===== src/rtl/key_debounce_multi.sv =====
`default_nettype none
// +--------------------------------------------------------------------------+
// | Module   : key_debounce_multi                                            |
// | Purpose  : N-channel key synchroniser/debouncer with press, release,     |
// |            long-press and auto-repeat strobes plus a lowest-index       |
// |            registered priority encoder of accepted presses.             |
// | Revision : 1.0 - initial multi-channel release                           |
// +--------------------------------------------------------------------------+
module key_debounce_multi #(
   parameter int N_KEY      = 4,
   parameter int CNT_MAX    = 999_999,
   parameter int LONG_MAX   = 49_999_999,
   parameter int REPEAT_MAX = 9_999_999,
   parameter int REPEAT_EN  = 1,
   parameter int ACTIVE_LOW = 1
) (
   input  logic                                          sys_clk,
   input  logic                                          sys_rst,
   input  logic [N_KEY-1:0]                              key_in,
   output logic [N_KEY-1:0]                              key_press,
   output logic [N_KEY-1:0]                              key_release,
   output logic [N_KEY-1:0]                              key_long,
   output logic [N_KEY-1:0]                              key_repeat,
   output logic [N_KEY-1:0]                              key_held,
   output logic                                          key_vld,
   output logic [((N_KEY > 1) ? $clog2(N_KEY) : 1)-1:0]  key_code
);

   localparam int   c_CW      = (N_KEY > 1) ? $clog2(N_KEY) : 1;
   localparam int   c_DW      = $clog2(CNT_MAX);
   localparam int   c_HW      = $clog2(LONG_MAX);
   localparam int   c_RW      = $clog2(REPEAT_MAX);
   localparam logic c_ACT_LOW = (ACTIVE_LOW != 0);
   localparam logic c_REP_EN  = (REPEAT_EN != 0);

   localparam logic [c_DW-1:0] c_D_LAST = c_DW'(CNT_MAX - 1);
   localparam logic [c_HW-1:0] c_H_LAST = c_HW'(LONG_MAX - 1);
   localparam logic [c_RW-1:0] c_R_LAST = c_RW'(REPEAT_MAX - 1);

   typedef enum logic [2:0] {
      S_IDLE       = 3'd0,
      S_PRESS_DB   = 3'd1,
      S_HELD       = 3'd2,
      S_LONG       = 3'd3,
      S_RELEASE_DB = 3'd4
   } state_t;

   // Reset loads the released level so a key held through reset re-presses.
   logic [N_KEY-1:0] r_sync1;
   logic [N_KEY-1:0] r_sync2;

   always_ff @(posedge sys_clk) begin
      if (sys_rst) begin
         r_sync1 <= {N_KEY{c_ACT_LOW}};
         r_sync2 <= {N_KEY{c_ACT_LOW}};
      end else begin
         r_sync1 <= key_in;
         r_sync2 <= r_sync1;
      end
   end

   generate
      for (genvar i = 0; i < N_KEY; i++) begin : g_ch
         state_t            r_state;
         logic [c_DW-1:0]   r_dcnt;
         logic [c_HW-1:0]   r_hcnt;
         logic [c_RW-1:0]   r_rcnt;
         logic              r_was_long;
         logic              r_press;
         logic              r_release;
         logic              r_long;
         logic              r_repeat;
         logic              r_held;
         logic              w_act;

         assign w_act = r_sync2[i] ^ c_ACT_LOW;

         always_ff @(posedge sys_clk) begin
            if (sys_rst) begin
               r_state    <= S_IDLE;
               r_dcnt     <= '0;
               r_hcnt     <= '0;
               r_rcnt     <= '0;
               r_was_long <= 1'b0;
               r_press    <= 1'b0;
               r_release  <= 1'b0;
               r_long     <= 1'b0;
               r_repeat   <= 1'b0;
               r_held     <= 1'b0;
            end else begin
               r_press   <= 1'b0;
               r_release <= 1'b0;
               r_long    <= 1'b0;
               r_repeat  <= 1'b0;
               case (r_state)
                  S_IDLE: begin
                     if (w_act) begin
                        r_state <= S_PRESS_DB;
                        r_dcnt  <= '0;
                     end
                  end
                  S_PRESS_DB: begin
                     if (!w_act) begin
                        r_state <= S_IDLE;
                        r_dcnt  <= '0;
                     end else if (r_dcnt == c_D_LAST) begin
                        r_state    <= S_HELD;
                        r_press    <= 1'b1;
                        r_held     <= 1'b1;
                        r_hcnt     <= '0;
                        r_was_long <= 1'b0;
                     end else begin
                        r_dcnt <= r_dcnt + 1'b1;
                     end
                  end
                  S_HELD: begin
                     if (!w_act) begin
                        r_state <= S_RELEASE_DB;
                        r_dcnt  <= '0;
                     end else if (r_hcnt == c_H_LAST) begin
                        r_state    <= S_LONG;
                        r_long     <= 1'b1;
                        r_rcnt     <= '0;
                        r_was_long <= 1'b1;
                     end else begin
                        r_hcnt <= r_hcnt + 1'b1;
                     end
                  end
                  S_LONG: begin
                     if (!w_act) begin
                        r_state <= S_RELEASE_DB;
                        r_dcnt  <= '0;
                     end else if (r_rcnt == c_R_LAST) begin
                        r_repeat <= c_REP_EN;
                        r_rcnt   <= '0;
                     end else begin
                        r_rcnt <= r_rcnt + 1'b1;
                     end
                  end
                  S_RELEASE_DB: begin
                     // The return edge counts as a hold cycle, so long/repeat
                     // slip by exactly the time spent here.
                     if (w_act) begin
                        if (r_was_long) begin
                           r_state <= S_LONG;
                           if (r_rcnt != c_R_LAST) r_rcnt <= r_rcnt + 1'b1;
                        end else begin
                           r_state <= S_HELD;
                           if (r_hcnt != c_H_LAST) r_hcnt <= r_hcnt + 1'b1;
                        end
                     end else if (r_dcnt == c_D_LAST) begin
                        r_state   <= S_IDLE;
                        r_release <= 1'b1;
                        r_held    <= 1'b0;
                     end else begin
                        r_dcnt <= r_dcnt + 1'b1;
                     end
                  end
                  default: begin
                     r_state <= S_IDLE;
                     r_held  <= 1'b0;
                  end
               endcase
            end
         end

         assign key_press[i]   = r_press;
         assign key_release[i] = r_release;
         assign key_long[i]    = r_long;
         assign key_repeat[i]  = r_repeat;
         assign key_held[i]    = r_held;
      end
   endgenerate

   logic [c_CW-1:0] w_code;

   always_comb begin
      w_code = '0;
      for (int k = N_KEY - 1; k >= 0; k--) begin
         if (key_press[k]) w_code = c_CW'(k);
      end
   end

   always_ff @(posedge sys_clk) begin
      if (sys_rst) begin
         key_vld  <= 1'b0;
         key_code <= '0;
      end else begin
         key_vld  <= |key_press;
         key_code <= w_code;
      end
   end

endmodule
`default_nettype wire

===== config.mk =====
export PLATFORM = sky130hd
export DESIGN_NAME = key_debounce_multi
export DESIGN_NICKNAME = d
export VERILOG_FILES = /design/src/rtl/key_debounce_multi.sv
export SDC_FILE = /design/constraint.sdc
export NUM_CORES = 1
export LEC_CHECK = 0
export CORE_MARGIN = 4
export CORE_UTILIZATION = 35
export CTS_CLUSTER_DIAMETER = 200
export CTS_CLUSTER_SIZE = 20
export DETAILED_ROUTE_END_ITERATION = 10
export PLACE_DENSITY = 0.55
export SLEW_MARGIN = 15
export SYNTH_ARGS = -nofsm -noshare
export SYNTH_HDL_FRONTEND = slang
export SYNTH_SLANG_ARGS = --single-unit

===== constraint.sdc =====
create_clock -name sys_clk -period 4.7 [get_ports sys_clk]
set_input_delay 0.94 -clock sys_clk [delete_from_list [all_inputs] [get_ports sys_clk]]
set_output_delay 0.94 -clock sys_clk [all_outputs]
set_load 0.05 [all_outputs]

* Word level (Yosys, flattened, before mapping)
Index checks and enable logic that the tools add are counted.
Word-level totals: output and inout port bits 23, register bits 327, bits of input ports 6
Cells by class: reduce and logical (&&, ||, !) cells 71, bitwise logic cells 24, equal/unequal tests 112, muxes and demuxes 179, $add $sub $neg 12
Operators with widths (count):
- $mux W26 | 28
- $mux W24 | 28
- $mux W20 | 20
- $pmux W20 S4 | 4
- $pmux W26 S3 | 4
- $pmux W24 S3 | 4
- $ne A2 B2 Y1 const B | 60
- $add A26 B1 Y26 const B | 4
- $eq A26 B26 Y1 const B | 4
- $ne A26 B26 Y1 const B | 4
- $add A24 B1 Y24 const B | 4
- $eq A24 B24 Y1 const B | 4
- $mux W3 | 32
- $ne A24 B24 Y1 const B | 4
- $add A20 B1 Y20 const B | 4
- $eq A20 B20 Y1 const B | 4
- $reduce_or A3 Y1 | 21
- $pmux W3 S5 | 4
- $reduce_and A5 Y1 | 12
- $mux W1 | 45
- $ne A3 B3 Y1 const B | 12
- $reduce_and A8 Y1 | 4
- $reduce_and A7 Y1 | 4
- $eq A3 B2 Y1 const B | 8
- 14 further kinds | 76

* Depth between registers and ports, before layout
Gate-level depths: netlist (run 1).
depth after elaboration 5, depth in mapped cells 10

* Worst setup path before layout (run 1)
OpenSTA, ideal clock, no wires.
path type reg2reg, start point register g_ch[1].r_rcnt[0], end point register g_ch[1].r_rcnt[21], required time 4.572 ns, path slack 2.236 ns, clock period less this slack 2.464 ns, arrival 2.336 ns, cell stages (with the launch flop) 11, library setup time 0.128 ns, buffers on the path 1, cell sequence dfxtp_1 -> inv_1 -> ha_1 -> nor4bb_1 -> nand3_1 -> or4_1 -> a32oi_1 -> buf_2 -> nor4_1 -> xnor2_1 -> nor2_1
On the way: cells in the longest elaborated chain, start to end 5, elaborated cells on any way between the ends 11, classes of those cells add/sub (1); eq/ne (3); mux (6); reduce/logical (1)
Ends and longest elaborated chain:
- from (decl) | RTL line 67 | logic [c_RW-1:0] r_rcnt;
- from (signal assigned) | RTL line 137 | r_rcnt <= r_rcnt + 1'b1;
- from (signal assigned) | RTL line 146 | if (r_rcnt != c_R_LAST) r_rcnt <= r_rcnt + 1'b1;
- $add A24 B1 Y24 | RTL line 137, 146
- $mux W24 | RTL line 146
- $mux W24 | RTL line 144 | if (r_was_long) begin
- $mux W24 | RTL line 143 | if (w_act) begin
- $pmux W24 S3 | RTL line 95 | case (r_state)
Several ways; a longest one is shown, not always the timed one. The select of a mux whose other input is x is not followed. A chain may end at the register's enable or synchronous reset.

* Worst setup path after layout (run 1)
start point register g_ch[3].r_dcnt[1], end point register g_ch[3].r_hcnt[8]
On the way: cells in the longest elaborated chain, start to end 3
Ends and longest elaborated chain:
- from (decl) | RTL line 65 | logic [c_DW-1:0] r_dcnt;
- from (signal assigned) | RTL line 113 | r_dcnt <= r_dcnt + 1'b1;
- from (signal assigned) | RTL line 156 | r_dcnt <= r_dcnt + 1'b1;
- $eq A20 B20 Y1 | RTL line 106 | end else if (r_dcnt == c_D_LAST) begin
- $ne A2 B2 Y1 (no line)
- $reduce_and A8 Y1 (no line)
- to (signal assigned) | RTL line 126 | r_hcnt <= r_hcnt + 1'b1;
- to (signal assigned) | RTL line 149 | if (r_hcnt != c_H_LAST) r_hcnt <= r_hcnt + 1'b1;
- to (decl) | RTL line 66 | logic [c_HW-1:0] r_hcnt;
Every way passes these cells.

==> metrics, run 1 <==
Post-DP Area=17200 µm²; mean routed wirelength per cell=14.3 µm; Critical Path RT=slightly above 5 ns; post-synthesis sequential area ratio=0.394; met2 usage=0.236; Total Routing Usage GR=0.142; overflow left after global routing=0; most used standard cell by instance count after synthesis=nor2_1; CTS Sinks=roughly 330; starting density of the core=0.356; critical-path maximum fanout=12; largest family of logic cells by synthesized area=simple AND/OR/NAND/NOR gates; Finished Core Util=0.381; largest net degree at the start of global routing=47; post-synthesis mux area share=0.00369; Clk Latency, worst-skew pair=0.53 ns; met1 Usage GRT=0.199; row cnt=between 70 and 80; GR Util met3=0.0159; area share of fa/ha/maj cells after synthesis=0.0181; number of synthesis warnings=0; htree depth=1; area grow syn2layout=7.06%; post-synthesis cell count=2049; initial drt markers=805; clock skew=0.0183 ns; post-DP HPWL=25200 µm; Post-Synth XOR/XNOR Area=0.110; Final ANT Viol Nets=0; CTS Buf Count=20; CTS tree=done; routed vias=13900; # IOs=29; final cell count without fillers=2611; Setup TNS=0 ns; Synth cell types=77; slowest stage cell, crit path=o41ai_1; final WL=37400 µm; DR pass1 iterations=5; Worst Tran Pin Value=approximately 1.1 ns; Final period util=0.663; min cycle time layout=3.12 ns; nature of the critical path startpoint=flop; CP endpoint kind=flop; initial antenna violation count=0; Bufs on Longest Clock Path=3; WHS=0.414 ns; EDFF count, synth=0; PwrDens=263 nW/µm²; Slew Limit Fails=0; root buf cell=clkbuf_16; Setup CP Type=flop to flop; crit-path max cell delay=0.79 ns; status=finished, final reports clean; Vias/cell=between 5 and 6; CTS-repair resized insts=0; endpoints failing setup=0; dpl cells=approximately 2600; Mapped Area=16600 µm²; worst path cell trace=ha_1 -> nor2b_1 -> nand4_1 -> o41ai_1 -> o211ai_1 -> or4_1 -> a21oi_1; Worst Slack Setup Final=1.58 ns; post-route design area=17800 µm²; asr flop ratio synth=0; GRT busiest layer=met2; # port buffers=28; Area contributors post-synth=dfxtp_1 (39%), nor2_1 (7.5%), xor2_1 (6.2%), xnor2_1 (4.8%), nand4_1 (3.8%); Leakage=5.64 nW; Synth top cells by count=nor2_1 (332), dfxtp_1 (327), nand2_1 (165); VDD IR-drop max=0.267 mV; Die Wd=~230 µm; Fmax=321 MHz; Synth Net Count=2079; first-pass GRT wire length=63300 µm; n_diodes=0; Post-CTS Hold Buffers=0; die area=approximately 51000 µm²; min-delay worst type=flop to flop; Setup Buffers After CTS=0; Clock transition at path regs=roughly 0.080 ns; post-synthesis compound-gate area fraction=0.0910; simple logic cell fraction of the synthesized area=0.342; slew margin rel.=0.253; top cell type by total area after synthesis=dfxtp_1; max cap viols=0; vias in the first global route=13100; RePlAce Congestion=0.839; Placeable Area=roughly 47000 µm²; Net count, final=2034; Die Y=226 µm; Final Power=4.68 mW; Fin. Hold Viols=0; Yosys reg bits=327; RSZ-0062 raised after global routing=false; top cell type's share of synthesized area=0.394; dpl ws=1.27 ns; DR DRC count=0; Post-synth top flop=dfxtp_1; layout cells sized above 1=0.0359; Avg Inst Size Synth=8.11 µm²; Worst EP arrival=around 3.6 ns
## per-layer routing
layer  share of wire  vias up
li1                -     7110
met1            0.50     6603
met2            0.45      193
met3           0.028       40
met4           0.020        0
met5               0        -
## state kept, by name, summed over array words and instances (netlist names), 12 cells and up
register	cells
g_ch.r_rcnt	96
g_ch.r_dcnt	80
g_ch.r_state	12
g_ch.r_hcnt	104
## area by class of cell
cell class              count  area [µm²]
fillers                  4779       29000
inverters                  48         180
clock inverters             1        16.3
repair buffers             40         368
well taps                 607         759
multi-input cells        1567        9400
flip-flops and latches    327        6550
clock buffers              21         526
## worst paths after layout
kind                                  start                              to  slack (ns)  cells past startpoint
min reg2reg           r_sync1[0]$_SDFF_PP1_           r_sync2[0]$_SDFF_PP1_        0.41                      1
max reg2reg  g_ch[3].r_dcnt[1]$_SDFFE_PP0P_  g_ch[3].r_hcnt[8]$_SDFFE_PP0P_        1.58                      7
max          g_ch[3].r_dcnt[1]$_SDFFE_PP0P_  g_ch[3].r_hcnt[8]$_SDFFE_PP0P_        1.58                      7
min                   r_sync1[0]$_SDFF_PP1_           r_sync2[0]$_SDFF_PP1_        0.41                      1
## worst max-delay path: cells and delay by family (launching register included)
family / cells / cell delay [ns]
AOI/OAI and AO/OA: 3 / 1.54
and+or+nand+nor: 3 / 0.92
DFF: 1 / 0.41
adders and majority gates: 1 / 0.18
## power by group
| group | leakage [nW] | switching (mW) | internal (mW) |
|---|---|---|---|
| Combinational | 2.74 | 0.0991 | 0.0387 |
| Sequential | 2.64 | 0.0177 | 2.78 |
| Clock | 0.266 | 0.944 | 0.801 |
| Total | 5.64 | 1.06 | 3.62 |
## cells in the final DEF (no fill, tap or decap), drive strengths merged, types with 7 or more instances in the layout
cell           netlist  layout
a21oi               84      84
nand4              102     102
nor3b               11      11
a21o                 9       9
dfxtp              327     327
nand3b              14      14
nor4b               17      17
and2                18      18
buf                 36      13
nor4bb               8       8
and3                38      38
nand4b               7       7
nor2               332     332
xor2               117     117
nor2b               14      14
nand2b              18      18
xnor2               91      91
or3                 32      32
ha                  24      24
clkdlybuf4s50        0      27
or4                 13      13
and4                31      31
or2                 14      14
o22ai                7       7
o21ai               68      68
clkbuf              71      21
a211oi              15      15
nand3              115     115
inv                 48      48
or4b                 7       7
nor4                47      47
nor3                70      70
nand2              166     166
## logic make-up after synthesis
family                   Yosys count
AND/OR/NAND/NOR                 1085
flip-flops                       327
AO/OA/AOI/OAI                    244
XOR/XNOR                         208
buffers and inverters            155
adder cells (fa/ha/maj)           24
multiplexers                       6
Note: power is estimated with default switching activity, not from simulation.
==> run 2: changes to the inputs <==
==> constraint.sdc (replaced) <==
create_clock -name sys_clk -period 2.9 [get_ports sys_clk]
set_input_delay 0.58 -clock sys_clk [delete_from_list [all_inputs] [get_ports sys_clk]]
set_output_delay 0.58 -clock sys_clk [all_outputs]
set_load 0.05 [all_outputs]
==> run 2 against run 1 <==
Clock power grew 64%. Core utilization grew 0.62 points. Largest power group unchanged. Setup slack lost 1.3 ns. Critical path depth grew 2. Final cell count grew 1.4%. Sequential power grew 62%. Combinational power grew 78%.
==> metrics, run 2 (synthesis results as in run 1) <==
Final period util=0.915 (+0.251); Setup CP Type=flop to flop; Die Wd=226 µm (unchanged); clock skew=0.0198 ns (+0.00157 ns); fillers=4770 (-0.19%); CTS Buf Count=20 (unchanged); area grow syn2layout=8.82%; Bufs on Longest Clock Path=3 (unchanged); initial antenna violation count=0 (unchanged); slew margin rel.=0.353 (+0.0997); crit-path max cell delay=0.85 ns (+0.06 ns); # IOs=29 (unchanged); nature of the critical path startpoint=flop; CP endpoint kind=flop; Critical Path RT=3.33 ns (-1.83 ns); Die Y=226 µm (unchanged); routed vias=14000 (+0.70%); Setup TNS=0 ns (unchanged); CTS Sinks=327 (unchanged); layout cells sized above 1=0.0525 (+0.0165); Largest regs=g_ch.r_hcnt x104, g_ch.r_rcnt x96, g_ch.r_dcnt x80; max cap viols=0 (unchanged); overflow left after global routing=0 (unchanged); kind of cell adding the most delay to the critical path=simple AND/OR/NAND/NOR gates; status=finished, final reports clean; Fin. Hold Viols=0 (unchanged); DR pass1 iterations=5 (unchanged); Setup Buffers After CTS=0 (unchanged); Total Routing Usage GR=0.147 (+0.00528); CTS-repair resized insts=0 (unchanged); largest net degree at the start of global routing=76 (+62%); initial drt markers=881 (+9.4%); PwrDens=421 nW/µm² (+60%); DR DRC count=0 (unchanged); root buf cell=clkbuf_16; Post-CTS Hold Buffers=0 (unchanged); Fmax=377 MHz (+18%); final WL=38300 µm (+2.4%); Finished Core Util=0.387 (+0.00624); Net count, final=2070 (+1.8%); VDD IR-drop max=0.367 mV (+37%); min cycle time layout=2.65 ns (-0.466 ns); htree depth=1 (unchanged); worst path cell trace=inv_1 -> ha_1 -> nor2b_1 -> and3_1 -> and4_1 -> nor4_1 -> nand3_1 -> xor2_1 -> nor2_1; Placeable Area=46800 µm² (unchanged); commonest cells after routing, fill and taps aside=nor2_1 (332), dfxtp_1 (327), nand2_1 (165); die area=51000 µm² (unchanged); Worst Tran Pin Value=0.962 ns (-0.158 ns); Slew Limit Fails=0 (unchanged); Clock transition at path regs=0.09 ns (about the same); min-delay worst type=flop to flop; starting density of the core=0.356 (unchanged); critical-path maximum fanout=7 (-5); slowest stage cell, crit path=nor4_1; CTS tree=done; endpoints failing setup=0 (unchanged); row cnt=79 (unchanged); n_diodes=0 (unchanged); Vias/cell=5.31 (-0.67%); Top reg by flops=g_ch.r_hcnt; first-pass GRT wire length=65500 µm (+3.4%); post-DP HPWL=26100 µm (+3.7%); Leakage=5.83 nW (+3.4%); mean routed wirelength per cell=14.5 µm (+0.98%); Worst EP arrival=3.09 ns (-0.49 ns); WP buf/inv=1 (+1); most common cell after layout, fill and taps aside=nor2_1; RePlAce Congestion=0.791 (-5.7%); Final ANT Viol Nets=0 (unchanged); vias in the first global route=13500 (+2.8%); # port buffers=28 (unchanged); Clk Latency, worst-skew pair=0.53 ns (about the same); RSZ-0062 raised after global routing=false; number of flip-flops in the largest register=104 (unchanged)
[run 2: worst paths after layout]
| path | start | end | slack, ns | depth (start not counted) |
|---|---|---|---|---|
| max | g_ch[3].r_dcnt[0]$_SDFFE_PP0P_ | g_ch[3].r_dcnt[9]$_SDFFE_PP0P_ | 0.25 | 9 |
| min | r_sync1[0]$_SDFF_PP1_ | r_sync2[0]$_SDFF_PP1_ | 0.42 | 1 |
| max reg2reg | g_ch[3].r_dcnt[0]$_SDFFE_PP0P_ | g_ch[3].r_dcnt[9]$_SDFFE_PP0P_ | 0.25 | 9 |
| min reg2reg | r_sync1[0]$_SDFF_PP1_ | r_sync2[0]$_SDFF_PP1_ | 0.42 | 1 |
[run 2: worst reg2reg max path: stages (launching register included)]
cell and delay (ns):
dfxtp_1 0.42, inv_1 0.07, ha_1 0.19, nor2b_1 0.14
and3_1 0.19, and4_1 0.27, nor4_1 0.85, nand3_1 0.19
xor2_1 0.18, nor2_1 0.05
[run 2: per-layer routing]
layer,share of wire,up-vias,GRT usage
met2,0.46,178,0.247
met1,0.50,6660,0.204
li1,-,7172,-
met3,0.031,34,0.0174
met4,0.014,0,0.0298
met5,0,-,0
[run 2: report_power, final]
part	leakage, nW	switching [mW]	internal [mW]
Clock	0.266	1.55	1.30
Combinational	2.93	0.169	0.0759
Sequential	2.64	0.0242	4.50
Total	5.83	1.74	5.88
[run 2: stage by stage]
| step | setup WS (ns) | cell area [µm²] | power [mW] | cells | hold slack (ns) |
|---|---|---|---|---|---|
| global placement | 0.345 | 17500 | 4.88 | 2625 | 0.394 |
| finish | 0.248 | 18100 | 7.62 | 2647 | 0.417 |
| detailed placement | 0.299 | 17500 | 4.88 | 2625 | 0.397 |
| global route | 0.0423 | 18100 | 7.96 | 2647 | 0.438 |
| floorplan | 0.436 | 16600 | 4.79 | 2049 | 0.389 |
| CTS | 0.267 | 18100 | 7.79 | 2647 | 0.422 |
[run 2: area by class of cell]
type | instances | area (µm²) | share of cell area
Clock buffer | 21 | 526 | 0.0291
Multi-Input combinational cell | 1567 | 9400 | 0.519
Sequential cell | 327 | 6550 | 0.362
Tap cell | 607 | 759 | 0.0420
Inverter | 48 | 180 | 0.00996
Timing Repair Buffer | 76 | 663 | 0.0367
Clock inverter | 1 | 16.3 | 0.000899
==> run 3: changes to the inputs <==
--- a/config.mk
+++ b/config.mk
@@ -10,8 +10,8 @@
 export CTS_CLUSTER_DIAMETER = 200
 export CTS_CLUSTER_SIZE = 20
 export DETAILED_ROUTE_END_ITERATION = 10
+export GPL_ROUTABILITY_DRIVEN = 0
 export PLACE_DENSITY = 0.55
-export SLEW_MARGIN = 15
 export SYNTH_ARGS = -nofsm -noshare
 export SYNTH_HDL_FRONTEND = slang
 export SYNTH_SLANG_ARGS = --single-unit
==> run 3 against run 2 <==
Fmax barely moved. Non-clock buffer count unchanged. Routed wire length about the same. Via count is essentially flat. First-iteration DRC count up 1.7%. Clock skew about the same. Worst hold slack unchanged. Power about the same. Core utilization hardly changed. Critical endpoint unchanged. Largest power group unchanged.
==> metrics, run 3 (synthesis results as in run 1) <==
Setup TNS=0 ns (unchanged); DR DRC count=0 (unchanged); Min-Delay Path Depth=1 (unchanged); starting density of the core=0.356 (unchanged); Slew Limit Fails=0 (unchanged); DR pass1 iterations=5 (unchanged); commonest cells after routing, fill and taps aside=nor2_1 (332), dfxtp_1 (327), nand2_1 (165); post-DP HPWL=26100 µm (unchanged); Vias/cell=5.30 (about the same); # port buffers=28 (unchanged); Top reg by flops=g_ch.r_hcnt; CP endpoint kind=flop; CTS tree=done; PwrDens=422 nW/µm² (about the same); vias in the first global route=13500 (unchanged); htree depth=1 (unchanged); Final Power=7.62 mW (about the same); n_diodes=0 (unchanged); initial drt markers=896 (+1.7%); Fmax=377 MHz (about the same); initial antenna violation count=0 (unchanged); Leakage=5.83 nW (about the same); Worst Tran Pin Value=1.14 ns (+0.183 ns); final WL=38200 µm (about the same); row cnt=79 (unchanged); Critical Path Sink=g_ch[3].r_dcnt[9]$_SDFFE_PP0P_; Placeable Area=46800 µm² (unchanged); area grow syn2layout=8.79% (about the same); CTS-repair resized insts=0 (unchanged); Setup CP Type=flop to flop; routed vias=14000 (-0.021%); min cycle time layout=2.65 ns (-0.00114 ns); Critical Path RT=3.33 ns (about the same); first-pass GRT wire length=65500 µm (unchanged); Setup Buffers After CTS=0 (unchanged); overflow left after global routing=0 (unchanged); CTS Sinks=327 (unchanged); largest net degree at the start of global routing=76 (unchanged); critical-path maximum fanout=7 (unchanged); root buf cell=clkbuf_16; layout cells sized above 1=0.0520 (-0.000490); Fin. Hold Viols=0 (unchanged); endpoints failing setup=0 (unchanged); Worst EP arrival=3.09 ns (about the same); max cap viols=0 (unchanged); Total Routing Usage GR=0.147 (unchanged); min-delay worst type=flop to flop; Clk Latency, worst-skew pair=0.53 ns (about the same); Finished Core Util=0.387 (about the same); crit path launch=g_ch[3].r_dcnt[0]$_SDFFE_PP0P_; CTS Buf Count=20 (unchanged); status=finished, final reports clean; Net count, final=2070 (unchanged); RR Endpoint=g_ch[3].r_dcnt[9]$_SDFFE_PP0P_; Final period util=0.914 (about the same); Post-CTS Hold Buffers=0 (unchanged); Clock transition at path regs=0.09 ns (about the same); most common cell after layout, fill and taps aside=nor2_1; VDD IR-drop max=0.367 mV (about the same); clock skew=0.0198 ns (-0.0000106 ns); # IOs=29 (unchanged); Largest regs=g_ch.r_hcnt x104, g_ch.r_rcnt x96, g_ch.r_dcnt x80; Final ANT Viol Nets=0 (unchanged); mean routed wirelength per cell=14.4 µm (about the same); nature of the critical path startpoint=flop; number of flip-flops in the largest register=104 (unchanged); Bufs on Longest Clock Path=3 (unchanged); RSZ-0062 raised after global routing=false; slew margin rel.=0.232 (-0.121); die area=51000 µm² (unchanged); Die Wd=226 µm (unchanged); reg-to-reg critical path startpoint=g_ch[3].r_dcnt[0]$_SDFFE_PP0P_; Die Y=226 µm (unchanged); fillers=4771 (+0.021%); R2R setup slack=0.25 ns (about the same); r2r worst-path depth=9 (unchanged)
==> run 3: area by class of cell <==
class,instances,area [µm²],area share
Multi-Input combinational cell,1567,9390,0.519
Timing Repair Buffer,76,663,0.0367
Clock buffer,21,526,0.0291
Clock inverter,1,16.3,0.000900
Inverter,48,180,0.00996
Tap cell,607,759,0.0420
Sequential cell,327,6550,0.362
==> run 3: where the power goes <==
| group | internal, mW | switching [mW] | leakage (nW) |
|---|---|---|---|
| Combinational | 0.0757 | 0.169 | 2.93 |
| Clock | 1.30 | 1.55 | 0.266 |
| Sequential | 4.50 | 0.0242 | 2.64 |
==> run 3: layer usage <==
metal  vias to the layer above  global-route usage  wire [µm]  part of all wire
li1                       7177                   -          -                 -
met1                      6642               0.204      18800              0.49
met2                       191               0.247      17600              0.46
met3                        31              0.0174       1290             0.034
met4                         0              0.0298        510             0.013
met5                         -                   0          0                 0
==> run 3: worst min path at each step <==
stage,start,to,slack (ns)
final,r_sync1[0]$_SDFF_PP1_,r_sync2[0]$_SDFF_PP1_,0.42
after global routing,r_sync1[1]$_SDFF_PP1_,r_sync2[1]$_SDFF_PP1_,0.44
after CTS,r_sync1[0]$_SDFF_PP1_,r_sync2[0]$_SDFF_PP1_,0.42
after detailed placement,r_sync1[0]$_SDFF_PP1_,r_sync2[0]$_SDFF_PP1_,0.40
after global placement,r_sync1[0]$_SDFF_PP1_,r_sync2[0]$_SDFF_PP1_,0.39
after floorplan,r_sync1[0]$_SDFF_PP1_,r_sync2[0]$_SDFF_PP1_,0.39
==> run 3: worst max-delay path, cell delays in order, from the launching register on <==
cell and delay [ns]:
dfxtp_1 0.42, inv_1 0.07, ha_1 0.19, nor2b_1 0.14
and3_1 0.19, and4_1 0.27, nor4_1 0.85, nand3_1 0.19
xor2_1 0.18, nor2_1 0.05
==> run 3: per-stage QoR <==
step | cell area, µm² | instances | hold WS (ns) | setup slack [ns]
floorplan | 16600 | 2049 | 0.389 | 0.436
global placement | 17500 | 2625 | 0.394 | 0.345
detailed placement | 17500 | 2625 | 0.397 | 0.299
CTS | 18100 | 2647 | 0.422 | 0.267
global route | 18100 | 2647 | 0.438 | 0.0423
finish | 18100 | 2647 | 0.417 | 0.249
